### src/rtl/pattern_matcher.sv
// 7x7 template matcher: scores each complete window by sum of absolute
// differences against a writable template, flags matches under a threshold
// and tracks the lowest-scoring window of the current frame.
module pattern_matcher #(
    parameter int IMG_WIDTH  = 640,
    parameter int IMG_HEIGHT = 480
) (
    input  logic        clk,
    input  logic        reset,
    input  logic        frame_start,
    input  logic        win_valid,
    input  logic [55:0] win_row0,
    input  logic [55:0] win_row1,
    input  logic [55:0] win_row2,
    input  logic [55:0] win_row3,
    input  logic [55:0] win_row4,
    input  logic [55:0] win_row5,
    input  logic [55:0] win_row6,
    input  logic        tmpl_we,
    input  logic [5:0]  tmpl_addr,
    input  logic [7:0]  tmpl_data,
    input  logic [13:0] threshold,
    output logic        score_valid,
    output logic [13:0] score,
    output logic        match,
    output logic [9:0]  match_x,
    output logic [9:0]  match_y,
    output logic [13:0] best_score,
    output logic [9:0]  best_x,
    output logic [9:0]  best_y,
    output logic        frame_done
);

    localparam logic [9:0]  COL_LAST  = 10'(IMG_WIDTH - 1);
    localparam logic [9:0]  ROW_LAST  = 10'(IMG_HEIGHT - 1);
    localparam logic [13:0] BEST_INIT = 14'h3FFF;

    function automatic logic [7:0] absdiff(input logic [7:0] a, input logic [7:0] b);
        return (a > b) ? (a - b) : (b - a);
    endfunction

    logic [55:0] rows [7];
    assign rows[0] = win_row0;
    assign rows[1] = win_row1;
    assign rows[2] = win_row2;
    assign rows[3] = win_row3;
    assign rows[4] = win_row4;
    assign rows[5] = win_row5;
    assign rows[6] = win_row6;

    logic [9:0]  col_q, row_q;
    logic [7:0]  tmpl_q [49];

    logic [7:0]  ad_p1_q [49];
    logic [10:0] rsum_d [7];
    logic [10:0] rsum_p2_q [7];
    logic [13:0] total_d;
    logic [13:0] total_p3_q;
    logic [9:0]  cx_p1_q, cx_p2_q, cx_p3_q;
    logic [9:0]  cy_p1_q, cy_p2_q, cy_p3_q;
    logic        vld_p1_q, vld_p2_q, vld_p3_q;
    logic        upd_p1_q, upd_p2_q, upd_p3_q;
    logic        last_p1_q, last_p2_q, last_p3_q;

    // A coincident frame_start makes the entering pixel (0,0).
    logic [9:0] cur_col, cur_row;
    logic       win_complete, win_last;
    assign cur_col      = frame_start ? 10'd0 : col_q;
    assign cur_row      = frame_start ? 10'd0 : row_q;
    assign win_complete = win_valid && (cur_col >= 10'd6) && (cur_row >= 10'd6);
    assign win_last     = win_valid && (cur_col == COL_LAST) && (cur_row == ROW_LAST);

    // Raster position of the next pixel to enter the window.
    always_ff @(posedge clk or posedge reset) begin
        if (reset) begin
            col_q <= '0;
            row_q <= '0;
        end else if (win_valid) begin
            if (cur_col == COL_LAST) begin
                col_q <= '0;
                row_q <= (cur_row == ROW_LAST) ? 10'd0 : cur_row + 10'd1;
            end else begin
                col_q <= cur_col + 10'd1;
                row_q <= cur_row;
            end
        end else if (frame_start) begin
            col_q <= '0;
            row_q <= '0;
        end
    end

    // Template storage; addresses past the 49 cells are dropped.
    always_ff @(posedge clk or posedge reset) begin
        if (reset) begin
            for (int i = 0; i < 49; i++) tmpl_q[i] <= '0;
        end else if (tmpl_we && (tmpl_addr < 6'd49)) begin
            tmpl_q[tmpl_addr] <= tmpl_data;
        end
    end

    // Adder trees for the row sums and the window total.
    always_comb begin
        for (int r = 0; r < 7; r++) begin : g_row
            logic [10:0] acc;
            acc = '0;
            for (int c = 0; c < 7; c++) acc = acc + 11'(ad_p1_q[r*7+c]);
            rsum_d[r] = acc;
        end
        total_d = '0;
        for (int r = 0; r < 7; r++) total_d = total_d + 14'(rsum_p2_q[r]);
    end

    // Datapath registers: no reset, qualified by the valid flags.
    always_ff @(posedge clk) begin
        // S1: per-cell absolute differences and window centre
        for (int r = 0; r < 7; r++)
            for (int c = 0; c < 7; c++)
                ad_p1_q[r*7+c] <= absdiff(rows[r][55-8*c -: 8], tmpl_q[r*7+c]);
        cx_p1_q <= cur_col - 10'd3;
        cy_p1_q <= cur_row - 10'd3;
        // S2: row sums
        for (int r = 0; r < 7; r++) rsum_p2_q[r] <= rsum_d[r];
        cx_p2_q <= cx_p1_q;
        cy_p2_q <= cy_p1_q;
        // S3: window total
        total_p3_q <= total_d;
        cx_p3_q    <= cx_p2_q;
        cy_p3_q    <= cy_p2_q;
    end

    // Control flags riding alongside the datapath; frame_start revokes
    // best-tracker eligibility of windows still in flight.
    always_ff @(posedge clk or posedge reset) begin
        if (reset) begin
            vld_p1_q  <= 1'b0; vld_p2_q  <= 1'b0; vld_p3_q  <= 1'b0;
            upd_p1_q  <= 1'b0; upd_p2_q  <= 1'b0; upd_p3_q  <= 1'b0;
            last_p1_q <= 1'b0; last_p2_q <= 1'b0; last_p3_q <= 1'b0;
        end else begin
            vld_p1_q  <= win_complete;
            upd_p1_q  <= win_complete;
            last_p1_q <= win_last;
            vld_p2_q  <= vld_p1_q;
            upd_p2_q  <= upd_p1_q && !frame_start;
            last_p2_q <= last_p1_q;
            vld_p3_q  <= vld_p2_q;
            upd_p3_q  <= upd_p2_q && !frame_start;
            last_p3_q <= last_p2_q;
        end
    end

    // S4: registered outputs, threshold compare and best tracker.
    always_ff @(posedge clk or posedge reset) begin
        if (reset) begin
            score_valid <= 1'b0;
            score       <= '0;
            match       <= 1'b0;
            match_x     <= '0;
            match_y     <= '0;
            frame_done  <= 1'b0;
            best_score  <= BEST_INIT;
            best_x      <= '0;
            best_y      <= '0;
        end else begin
            score_valid <= vld_p3_q;
            frame_done  <= vld_p3_q && last_p3_q;
            match       <= vld_p3_q && (total_p3_q <= threshold);
            if (vld_p3_q) begin
                score   <= total_p3_q;
                match_x <= cx_p3_q;
                match_y <= cy_p3_q;
            end
            if (frame_start) begin
                best_score <= BEST_INIT;
                best_x     <= '0;
                best_y     <= '0;
            end else if (vld_p3_q && upd_p3_q && (total_p3_q < best_score)) begin
                best_score <= total_p3_q;
                best_x     <= cx_p3_q;
                best_y     <= cy_p3_q;
            end
        end
    end

endmodule

### config.mk
export PLATFORM = sky130hd
export DESIGN_NAME = pattern_matcher
export DESIGN_NICKNAME = d
export VERILOG_FILES = /design/src/rtl/pattern_matcher.sv
export SDC_FILE = /design/constraint.sdc
export NUM_CORES = 2
export LEC_CHECK = 0
export ABC_CLOCK_PERIOD_IN_PS = 19050
export CAP_MARGIN = 20
export CORE_ASPECT_RATIO = 1.75
export CORE_MARGIN = 2
export CORE_UTILIZATION = 50
export DETAILED_ROUTE_END_ITERATION = 10
export PLACE_DENSITY_LB_ADDON = 0.2
export RECOVER_POWER = 25
export SYNTH_ARGS = -nofsm -noshare
export SYNTH_HDL_FRONTEND = slang
export SYNTH_SLANG_ARGS = --single-unit
export TNS_END_PERCENT = 20
### constraint.sdc
create_clock -name clk -period 19.05 [get_ports clk]
set_input_delay 3.81 -clock clk [delete_from_list [all_inputs] [get_ports clk]]
set_output_delay 3.81 -clock clk [all_outputs]
set_load 0.005 [all_outputs]
**After elaboration in Yosys (flattened, before gate mapping)**

Memories as Yosys holds them, arrays and structs flattened.
Index checks and enable logic that the tools add are counted.

- Input bits: 425
- Memories kept: 2
- Register bits: 565
- Word-level logic and storage cells: 365
- Output and inout port bits: 71
- Memory bits (writable): 469

Memory list:

| name | depth | bits a word | read ports | clocked after Yosys merged registers in | wr ports | RTL line | RTL |
|---|---|---|---|---|---|---|---|
| ad_p1_q | 49 | 8 | 49 | 0 | 49 | 54 | `logic [7:0] ad_p1_q [49];` |
| rsum_p2_q | 7 | 11 | 7 | 0 | 7 | 56 | `logic [10:0] rsum_p2_q [7];` |

- Add/subtract/negate cells: 150
- Bitwise gates (word level): 1
- Multiplexer cells: 65
- Eq/ne operators: 2
- Order comparisons: 56
- Reductions and logical operators: 14

Operators with widths:

| kind | number |
|---|---|
| 8-bit subtractor | 98 |
| 8-bit 2-to-1 mux | 50 |
| 392-bit bitwise mux | 1 |
| 8-bit > comparator | 49 |
| 11-bit by 8-bit adder with 11-bit output | 21 |
| 10-bit 2-to-1 mux | 11 |
| 10-bit by 8-bit adder with 11-bit output | 7 |
| 9-bit by 8-bit adder with 10-bit output | 7 |
| 8-bit by 8-bit adder with 9-bit output | 7 |
| 8-bit demux with 6-bit select | 1 |
| 14-bit by 11-bit adder with 14-bit output | 3 |
| 14-bit 2-to-1 mux | 2 |
| 10-bit by 1-bit adder with 10-bit output (second input constant) | 2 |
| 10-bit by 3-bit >= comparator with 1-bit output (second input constant) | 2 |
| 10-bit by 2-bit subtractor with 10-bit output (second input constant) | 2 |
| 13-bit by 11-bit adder with 14-bit output | 1 |
| 14-bit less-or-equal comparator | 1 |
| 14-bit < comparator | 1 |
| 12-bit by 11-bit adder with 13-bit output | 1 |
| 11-bit by 11-bit adder with 12-bit output | 1 |
| 1-bit logical AND | 12 |
| 10-bit equality test (second input constant) | 1 |
| 10-bit by 9-bit equality test with 1-bit output (second input constant) | 1 |
| 7-bit >= comparator (second input constant) | 1 |
| 5 further kinds | 5 |

**Longest topological paths before layout**

- Depth after elaboration: 6
- Depth in mapped cells: 17
- Mapped depth without buffers: 17

**Worst setup path before layout**

OpenSTA, ideal clock, no wires.

- Path type: input -> register
- Start point: input port frame_start
- End point: register row_q[6]
- Arrival time: 5.862 ns
- Stages: 12
- Library setup time: 0.131 ns
- Path slack: 13.057 ns
- Buffers on the path: 3
- Data required time: 18.919 ns
- Cells stage by stage: clkbuf_1 > clkbuf_1 > nand2b_1 > inv_1 > ha_1 > clkbuf_1 > and4_1 > nand4_1 > nor3_1 > o21ai_0 > a21oi_1 > nor2_1

- Word-level cells in the longest chain between the ends: 5
- Elaborated cells on any way between the ends: 8
- Those cells by class: add/sub (1); eq/ne (2); mux (5)

Ends and longest elaborated chain:

| item | RTL line | RTL |
|---|---|---|
| start, declared | 10 | `input logic frame_start,` |
| 10-bit 2-to-1 mux | n/a |  |
| 10-bit by 1-bit adder with 10-bit output / 10-bit by 9-bit equality test with 1-bit output (equally long branches) | 81 | `row_q <= (cur_row == ROW_LAST) ? 10'd0 : cur_row + 10'd1;` |
| 10-bit 2-to-1 mux | 81 |  |
| 10-bit 2-to-1 mux | 79 | `if (cur_col == COL_LAST) begin` |
| 10-bit 2-to-1 mux * | 78 | `end else if (win_valid) begin` |
| end signal, assigned | 81 |  |
| end signal, assigned | 84 | `row_q <= cur_row;` |
| end, declared | 51 | `logic [9:0] col_q, row_q;` |

Every way passes the cells marked *; elsewhere a longest branch is shown, timed or not.
A chain may end at the register's enable or synchronous reset.

==> metrics.yaml <==
synthesis:
  ys_types: 88
  yosysSeqAreaShare: 0.302
  synth_edf_count: 0
  synth_nets: 9930
  synth_seq_cells: 1034
  syn_inst: 8215
  syn-mean-instance-area_sq_um: 9.35
  synth-async-reset-ratio: 0.475
  synth_area_leaders: "dfrtp_1, ha_1, dfxtp_1, fa_1, inv_1"
  yosysWarnings: 0
  synth-main-ff-cell: "dfxtp_1"
  synth_top_area_share: 0.155
  synth_area_sq_um: 76800
  synth_most_common_cell: "inv_1"
  yosysTopAreaCell: "dfrtp_1"
  yosys-top-cells-count: "inv_1, ha_1, dfxtp_1"
worst_setup_path:
  critPathCaptureType: "async pin"
  startpoint_type: "input port"
  worstPathMaxFanout: 143
  crit_path_max_incr_delay_ns: 3.12
  worstPathArrival_ns: 9.02
  path_delay_family: "buffers and inverters"
  required_ns: 19.79
  slowest_stage: "clkinvlp_2"
  worst_path_most_repeated_cell: "buf_12"
  worstSetupPathType: "in2async"
  crit_buf_inv: 4
  crit_chain: "dlygate4sd3_1, clkinvlp_2, buf_12, buf_12"
run_status:
  violations: "capacitance limit, slew limit"
  outcome: "finished with violations"
sta:
  timing.setup.tns_ns: 0
  drv_slew: 268
  period_share: 0.435
  max_slew_margin: -2.79
  worstMarginPinSlew_ns: 5.65
  rsz0062_at_grt: "no"
  fmax_ghz: 0.121
  whs_ns: 0.325
  min_period_ns: 8.28
  setup_viol: 0
  hold_violations: 0
  skew_ns: 0.0319
place:
  placed_area_sq_um: 82800
  hpwl_microns: 166000
  place_congestion: 0.933
  io_buffers: 495
die:
  die_w_microns: 300
  coreArea_sq_um: 153000
  die_h_microns: 522
  rows: 190
  die_area_sq_um: 157000
  start_util: 0.502
  io_pins: 496
clocking:
  cts_hold_buffers: 0
  clk_pin_slew_ns: 0.06
  cts_buffer_depth: 3
  root_buffer: "clkbuf_16"
  cts.sinks: 1034
  cts_buffers: 106
  clk_latency_ns: 0.75
  cts_tree: "yes"
  h-tree-depth: 3
  ctsResizeCount: 0
  post_cts_buffers: 0
detailed_routing:
  viasPerCell: 5.35
  post_drt_wl_per_cell_microns: 19.9
  num_vias: 57100
  drtIter0Drc: 2579
  firstDrtPassIters: 6
  routed_wl_microns: 212000
  route.detailed.drc: 0
  ant_nets: 0
grt:
  grt_pass1_wl_microns: 328000
  grt_start_max_net_pins: 144
  grt_antenna_before_repair: 53
  grt_pass1_vias: 59300
  grt_overflow_total: 0
  grt_usage: 0.270
finish:
  final_core_util: 0.567
  nets: 10300
  syn_to_final_growth_pct: 12.8
  multi_input_area_sq_um: 45800
  fillers: 13600
  fin_area_sq_um: 86600
  drive_above_1_share: 0.0788
  regArea_sq_um: 23200
job:
  maxCapViolCount: 4
worst_hold_path:
  hold_path.class: "reg2reg"
metrics by stage:
stage | cells | setup WS [ns]
after floorplan | 8215 | 1.56
after global placement | 10500 | 12.17
after detailed placement | 10500 | 12.12
after CTS | 10700 | 12.90
after global routing | 10700 | 9.90
final | 10700 | 10.77
state kept, by name, summed over array words and instances (netlist names), 14 cells and up:
name and count:
ad_p1_q 392, best_score 14, rsum_p2_q 77, score 14, tmpl_q 392, total_p3_q 14
logic make-up (layout without fill, tap and decap cells):
group / Yosys count / in the layout / synth area share
adder cells (fa/ha/maj): 1290 / 1290 / 0.251
AND/OR/NAND/NOR: 1538 / 1538 / 0.100
XOR/XNOR: 347 / 347 / 0.0396
AO/OA/AOI/OAI: 1504 / 1504 / 0.126
multiplexers: 558 / 558 / 0.0788
buffers and inverters: 1944 / 2372 / 0.102
other: 0 / 13 / 0
flip-flops: 1034 / 1034 / 0.302
final timing paths:
path / slack (ns) / depth (start not counted) / from / endpoint
max: 10.77 / 4 / reset / tmpl_q[193]
min: 0.33 / 0 / cx_p2_q[4] / cx_p3_q[4]
max reg2reg: 14.62 / 15 / rsum_p2_q[3][1] / total_p3_q[13]
min reg2reg: 0.33 / 0 / cx_p2_q[4] / cx_p3_q[4]
max in group clk: 10.82 / 9 / frame_start / row_q[3]
min in group asynchronous: 5.26 / 2 / reset / row_q[7]
cell type report:
| cell class | instances | area share |
|---|---|---|
| well taps | 2016 | 0.0291 |
| diodes | 13 | 0.000375 |
| flip-flops and latches | 1034 | 0.267 |
| clock buffers | 147 | 0.0368 |
| clock inverters | 55 | 0.00711 |
| repair buffers | 515 | 0.0589 |
| inverters | 1655 | 0.0717 |
| multi-input cells | 5237 | 0.528 |
routing by layer:
metal	global-route usage	up-vias	wire length [microns]	part of all wire
met1	0.298	27800	80900	0.38
met3	0.0469	399	10800	0.051
met2	0.510	1242	112000	0.53
met5	0	-	382	0.0018
met4	0.0978	62	7740	0.037
li1	-	27600	-	-
placed cells by master, fill, tap and decap left out, drive strengths merged, types with 65 or more instances in the layout:
| cell | instances |
|---|---|
| a21oi | 295 |
| nor3 | 133 |
| nor2 | 356 |
| a31oi | 96 |
| a21o | 78 |
| clkbuf | 151 |
| o41ai | 95 |
| nand4 | 105 |
| mux2 | 371 |
| nand2b | 69 |
| a211oi | 139 |
| nor2b | 181 |
| a21boi | 65 |
| xor2 | 158 |
| dfxtp | 543 |
| fa | 417 |
| dfrtp | 477 |
| clkdlybuf4s50 | 436 |
| nand2 | 417 |
| nand3 | 105 |
| o21ai | 620 |
| inv | 1659 |
| xnor2 | 189 |
| ha | 873 |
| mux2i | 187 |
Power is not shown: default switching activity piles up to over one toggle a cycle in this logic, so the estimate is an artifact.
